File: config.mk
export PLATFORM = sky130hd
export DESIGN_NAME = wb_arbiter
export DESIGN_NICKNAME = d
export VERILOG_FILES = /design/src/rtl/wb_arbiter.sv
export SDC_FILE = /design/constraint.sdc
export NUM_CORES = 1
export LEC_CHECK = 0
export CAP_MARGIN = 20
export CELL_PAD_IN_SITES_DETAIL_PLACEMENT = 0
export CELL_PAD_IN_SITES_GLOBAL_PLACEMENT = 1
export CORE_AREA = 2 2 290 292
export CTS_BUF_LIST = sky130_fd_sc_hd__clkbuf_2
export DETAILED_ROUTE_END_ITERATION = 8
export DIE_AREA = 0 0 292 294
export DONT_BUFFER_PORTS = 1
export GPL_TIMING_DRIVEN = 0
export PLACE_DENSITY = 0.47
export SETUP_SLACK_MARGIN = 0.02
export SYNTH_ARGS = -nofsm -noshare
export SYNTH_HDL_FRONTEND = slang
export SYNTH_SLANG_ARGS = --single-unit
export TNS_END_PERCENT = 10
File: constraint.sdc
create_clock -name clk -period 6.35 [get_ports clk]
set_clock_uncertainty 0.05 [all_clocks]
set_input_delay 1.27 -clock clk [delete_from_list [all_inputs] [get_ports clk]]
set_output_delay 1.27 -clock clk [all_outputs]
set_load 0.01 [all_outputs]
File: src/rtl/wb_arbiter.sv
// Writeback arbiter: picks at most one execution pipe per cycle for the single
// register-file write port (starvation > hipri > round-robin) and counts retirements.
module wb_arbiter #(
  parameter int N_SRC        = 4,
  parameter int STARVE_LIMIT = 8
) (
  input  logic                       clk,
  input  logic                       rst,
  input  logic [N_SRC-1:0]           src_valid,
  input  logic [N_SRC-1:0]           src_hipri,
  input  logic [N_SRC-1:0]           src_wb_en,
  input  logic [5*N_SRC-1:0]         src_dst,
  input  logic [64*N_SRC-1:0]        src_result,
  input  logic [64*N_SRC-1:0]        src_pc,
  output logic [N_SRC-1:0]           src_ready,
  output logic                       rf_wr_en,
  output logic [4:0]                 rf_wr_dst,
  output logic [63:0]                rf_wr_data,
  output logic                       retire_valid,
  output logic [63:0]                retire_pc,
  output logic [$clog2(N_SRC)-1:0]   retire_src,
  output logic [63:0]                instret
);

  localparam int IDX_W = $clog2(N_SRC);
  localparam int CNT_W = $clog2(STARVE_LIMIT + 1);
  localparam logic [CNT_W-1:0] LIMIT = CNT_W'(STARVE_LIMIT);

  // Handshake: a result moves when src_valid[i] && src_ready[i]; src_ready is
  // one-hot or zero and depends only on valid/hipri and internal state.

  logic [IDX_W-1:0] rr_ptr_q, rr_ptr_d;
  logic [CNT_W-1:0] wait_q [N_SRC];
  logic [CNT_W-1:0] wait_d [N_SRC];

  logic [N_SRC-1:0] starve_vec;
  logic [N_SRC-1:0] hipri_vec;
  logic [N_SRC-1:0] gnt_vec;
  logic             gnt_any;
  logic [IDX_W-1:0] gnt_idx;
  logic             rr_found;
  logic [IDX_W-1:0] rr_cand;

  logic             rf_wr_en_q, rf_wr_en_d;
  logic [4:0]       rf_wr_dst_q, rf_wr_dst_d;
  logic [63:0]      rf_wr_data_q, rf_wr_data_d;
  logic             retire_valid_q, retire_valid_d;
  logic [63:0]      retire_pc_q, retire_pc_d;
  logic [IDX_W-1:0] retire_src_q, retire_src_d;
  logic [63:0]      instret_q, instret_d;

  always_comb begin
    starve_vec = '0;
    for (int i = 0; i < N_SRC; i++) begin
      starve_vec[i] = src_valid[i] && (wait_q[i] == LIMIT);
    end
    hipri_vec = src_valid & src_hipri;
  end

  // Descending scans leave the lowest matching index in gnt_idx.
  always_comb begin
    gnt_any  = 1'b0;
    gnt_idx  = '0;
    rr_found = 1'b0;
    rr_cand  = '0;
    if (|starve_vec) begin
      gnt_any = 1'b1;
      for (int i = N_SRC - 1; i >= 0; i--) begin
        if (starve_vec[i]) gnt_idx = IDX_W'(i);
      end
    end else if (|hipri_vec) begin
      gnt_any = 1'b1;
      for (int i = N_SRC - 1; i >= 0; i--) begin
        if (hipri_vec[i]) gnt_idx = IDX_W'(i);
      end
    end else if (|src_valid) begin
      gnt_any = 1'b1;
      for (int k = 0; k < N_SRC; k++) begin
        rr_cand = IDX_W'((int'(rr_ptr_q) + k) % N_SRC);
        if (!rr_found && src_valid[rr_cand]) begin
          rr_found = 1'b1;
          gnt_idx  = rr_cand;
        end
      end
    end
  end

  always_comb begin
    gnt_vec = '0;
    for (int i = 0; i < N_SRC; i++) begin
      gnt_vec[i] = gnt_any && (gnt_idx == IDX_W'(i));
    end
  end

  // A grant in the reset cycle is never acknowledged.
  assign src_ready = rst ? '0 : gnt_vec;

  always_comb begin
    rr_ptr_d = rr_ptr_q;
    if (gnt_any) begin
      rr_ptr_d = (gnt_idx == IDX_W'(N_SRC - 1)) ? '0 : gnt_idx + 1'b1;
    end
    for (int i = 0; i < N_SRC; i++) begin
      if (!src_valid[i] || gnt_vec[i]) begin
        wait_d[i] = '0;
      end else if (wait_q[i] != LIMIT) begin
        wait_d[i] = wait_q[i] + 1'b1;
      end else begin
        wait_d[i] = wait_q[i];
      end
    end
  end

  always_comb begin
    rf_wr_en_d     = 1'b0;
    retire_valid_d = 1'b0;
    rf_wr_dst_d    = rf_wr_dst_q;
    rf_wr_data_d   = rf_wr_data_q;
    retire_pc_d    = retire_pc_q;
    retire_src_d   = retire_src_q;
    instret_d      = instret_q;
    if (gnt_any) begin
      rf_wr_dst_d    = src_dst[int'(gnt_idx)*5 +: 5];
      rf_wr_en_d     = src_wb_en[gnt_idx] && (src_dst[int'(gnt_idx)*5 +: 5] != 5'd0);
      rf_wr_data_d   = src_result[int'(gnt_idx)*64 +: 64];
      retire_pc_d    = src_pc[int'(gnt_idx)*64 +: 64];
      retire_valid_d = 1'b1;
      retire_src_d   = gnt_idx;
      instret_d      = instret_q + 64'd1;
    end
  end

  always_ff @(posedge clk) begin
    if (rst) begin
      rr_ptr_q       <= '0;
      rf_wr_en_q     <= 1'b0;
      rf_wr_dst_q    <= '0;
      rf_wr_data_q   <= '0;
      retire_valid_q <= 1'b0;
      retire_pc_q    <= '0;
      retire_src_q   <= '0;
      instret_q      <= '0;
      for (int i = 0; i < N_SRC; i++) wait_q[i] <= '0;
    end else begin
      rr_ptr_q       <= rr_ptr_d;
      rf_wr_en_q     <= rf_wr_en_d;
      rf_wr_dst_q    <= rf_wr_dst_d;
      rf_wr_data_q   <= rf_wr_data_d;
      retire_valid_q <= retire_valid_d;
      retire_pc_q    <= retire_pc_d;
      retire_src_q   <= retire_src_d;
      instret_q      <= instret_d;
      for (int i = 0; i < N_SRC; i++) wait_q[i] <= wait_d[i];
    end
  end

  assign rf_wr_en     = rf_wr_en_q;
  assign rf_wr_dst    = rf_wr_dst_q;
  assign rf_wr_data   = rf_wr_data_q;
  assign retire_valid = retire_valid_q;
  assign retire_pc    = retire_pc_q;
  assign retire_src   = retire_src_q;
  assign instret      = instret_q;

endmodule

==> impl_metrics.env <==
export IMPL_drive_gt1_frac=0.0980
export IMPL_cts_resized=0
export IMPL_ys_ff_latch=219
export IMPL_rows=106
export IMPL_required_ns=5.03
export IMPL_ir_worst_vdd_v=0.0000858
export IMPL_finish_utilization=0.177
export IMPL_die_w_um=292
export IMPL_whs_ns=0.339
export IMPL_r2r_start="wait_q[3][0]$_SDFFE_PP0P_"
export IMPL_nFillCells=9619
export IMPL_dpl_cell_count=2979
export IMPL_crit_path_max_fanout=11
export IMPL_firstDrtPassIters=5
export IMPL_crit_type="input port to primary output"
export IMPL_postRouteAntennaNets=0
export IMPL_die_area_mm2=0.0858
export IMPL_cts_made_buffers=71
export IMPL_design_area_mm2=0.0147
export IMPL_cts_setup_buffers=0
export IMPL_crit_path_start_kind="input port"
export IMPL_ctsHoldBuffers=0
export IMPL_end_kind="primary output"
export IMPL_gr_total_overflow=0
export IMPL_cts_root_buf="clkbuf_2"
export IMPL_r2r_slack_ns=2.49
export IMPL_grt_max_degree=13
export IMPL_die_height_um=294
export IMPL_startpoint="src_valid[1]"
export IMPL_synth_main_ff_cell="dfxtp_1"
export IMPL_fin_tns_setup_ns=0
export IMPL_io_pins=751
export IMPL_power_density_mw_per_mm2=271
export IMPL_cts_buffer_depth=3
export IMPL_syn_nets=2452
export IMPL_fin_cells=3112
export IMPL_grt_pass1_wl_um=106000
export IMPL_area_growth_pct=16.8
export IMPL_synth_area_mm2=0.0126
export IMPL_grt_pass1_vias=14500
export IMPL_synth_edf_count=0
export IMPL_cts_tree="done"
export IMPL_wire_per_inst_um=25.0
export IMPL_path_clk_slew_ns=0.09
export IMPL_port_buffer_count=0
export IMPL_clock_fmax_ghz=0.171
export IMPL_rsz0062_at_grt="false"
export IMPL_slew_violations=0
export IMPL_slew_headroom=0.287
export IMPL_leakage_nw=5.66
export IMPL_core_area_mm2=0.0829
export IMPL_clock_latency_ns=1.04
export IMPL_hp_class="input port to register"
export IMPL_placed_area_mm2=0.0140
export IMPL_gp_congestion=0.934
export IMPL_synth_area_per_cell_um2=6.64
export IMPL_status="finished clean"
export IMPL_ys_seq_area_frac=0.349
export IMPL_holdPathStages=2
export IMPL_final_hold_viol_count=0
export IMPL_yosysWarningCount=0
export IMPL_period_share=0.921
export IMPL_gr_usage_all_layers=0.173
export IMPL_crit_path_end="src_ready[0]"
export IMPL_via_count=14300
export IMPL_h_tree_depth=3
export IMPL_worstMarginPinSlew_ns=1.07
export IMPL_finish_net_count=2531
export IMPL_wl_um=77800
export IMPL_r2r_worst_path_cells=14
export IMPL_synth_async_sr_flop_share=0
export IMPL_avgViaCountPerCell=4.61
export IMPL_initial_core_util=0.152
export IMPL_reg2reg_to="rf_wr_dst[2]$_SDFFE_PP0N_"
export IMPL_dp_hpwl_um=63500
export IMPL_syn_inst=1893
export IMPL_drc=0
export IMPL_antenna_found_initial=22
export IMPL_finalSetupViolations=0
export IMPL_drtIter0Drc=757
export IMPL_synth_cell_types=60
export IMPL_finalCriticalPeriod_ns=5.85
export IMPL_cts_sinks=219
export IMPL_arrival_ns=4.53
export IMPL_drv_cap=0
cell families (layout without fill, tap and decap cells):
family,Yosys count,in the layout,synth area share
adder cells (fa/ha/maj),13,13,0.0129
other,0,12,0
XOR/XNOR,56,56,0.0390
AO/OA/AOI/OAI,241,241,0.111
buffers and inverters,168,295,0.0608
multiplexers,9,9,0.00717
AND/OR/NAND/NOR,1187,1187,0.420
flip-flops,219,219,0.349
how the worst min path moves through the flow:
stage,slack (ns),to,start
2_1_floorplan,0.41,wait_q[0][1]$_SDFFE_PP0P_,wait_q[0][1]$_SDFFE_PP0P_
3_3_place_gp,0.43,wait_q[1][1]$_SDFFE_PP0P_,wait_q[1][1]$_SDFFE_PP0P_
3_5_place_dp,0.43,wait_q[2][1]$_SDFFE_PP0P_,wait_q[2][1]$_SDFFE_PP0P_
4_1_cts,0.09,retire_pc[8]$_SDFFE_PP0N_,src_pc[136]
5_1_grt,0.09,retire_pc[4]$_SDFFE_PP0N_,src_pc[132]
6_report,0.34,retire_pc[8]$_SDFFE_PP0N_,src_pc[136]
per-stage QoR:
stage / setup WS (ns) / total power, mW
CTS: 0.166 / 4.09
finish: 0.499 / 3.97
floorplan: 1.86 / 2.34
global route: 0.0592 / 4.27
global placement: 0.382 / 2.78
detailed placement: 0.281 / 2.79
cell usage in the layout (no fill, tap or decap), types with 7 or more instances in the layout:
cell type and n:
a21oi_1 144, a221oi_1 20, a31oi_1 22, and2_1 7, buf_2 44, buf_4 14, clkbuf_1 82, clkbuf_2 103
clkinv_1 10, dfxtp_1 219, diode_2 12, ha_1 13, inv_1 18, mux2i_1 9, nand2_1 611, nand3_1 400
nand4_1 8, nor2_1 80, nor3_1 14, o21ai_0 23, o21bai_1 20, or3_1 13, xnor2_1 22, xor2_1 34
layout make-up:
| class | instances | area, um^2 | share of cell area |
|---|---|---|---|
| flip-flops and latches | 219 | 4380 | 0.299 |
| repair buffers | 7 | 97.6 | 0.00665 |
| multi-input cells | 1506 | 7420 | 0.505 |
| plain buffers | 147 | 686 | 0.0467 |
| clock buffers | 103 | 515 | 0.0351 |
| diodes | 12 | 30.0 | 0.00205 |
| clock inverters | 18 | 121 | 0.00827 |
| inverters | 20 | 75.1 | 0.00511 |
| well taps | 1080 | 1350 | 0.0920 |
synth_stat cells (all sizes together) (3+ instances only):
cell type	instances	area, um^2
nand2	611	2290
nand3	402	2030
dfxtp	219	4380
a21oi	144	721
clkbuf	82	308
nor2	80	300
buf	66	382
xor2	34	298
o21ai	25	133
a31oi	22	138
xnor2	22	193
a221oi	20	175
inv	20	75.1
o21bai	20	150
or3	16	104
nor3	15	80.1
ha	13	163
mux2i	9	90.1
nand4	9	62.6
and2	8	50.1
and4	8	73.8
and3	6	37.5
nand2b	6	37.5
nand3b	5	37.5
nor2b	5	31.3
or2	4	25.0
nor4	3	40.0
registers in the layout (all words and copies together), names as in the netlist:
register,cells
retire_src,2
wait_q,16
rf_wr_data,64
retire_valid,1
rf_wr_dst,5
rr_ptr_q,2
rf_wr_en,1
instret,64
retire_pc,64
power breakdown:
group,leakage (nW),switching (mW),internal (mW)
logic,3.38,0.715,0.329
registers,1.80,0.187,1.51
clock network,0.476,0.755,0.481
total,5.66,1.66,2.32
routing by layer:
metal | wire length [um] | GRT usage | vias to the layer above
li1 | - | - | 6607
met1 | 28600 | 0.183 | 6805
met4 | 3100 | 0.0699 | 14
met3 | 7100 | 0.0685 | 162
met5 | 102 | 0 | -
met2 | 38900 | 0.307 | 754
critical path, stage by stage:
cell and delay [ns]:
buf_4 0.15, and2b_1 0.23, nor3_2 0.07, o311ai_0 0.36, a31oi_1 0.17, o21ai_2 0.71, buf_2 0.57, buf_2 0.49
ha_1 0.25, and2_1 0.24
Power figures use the tool's default switching activity.
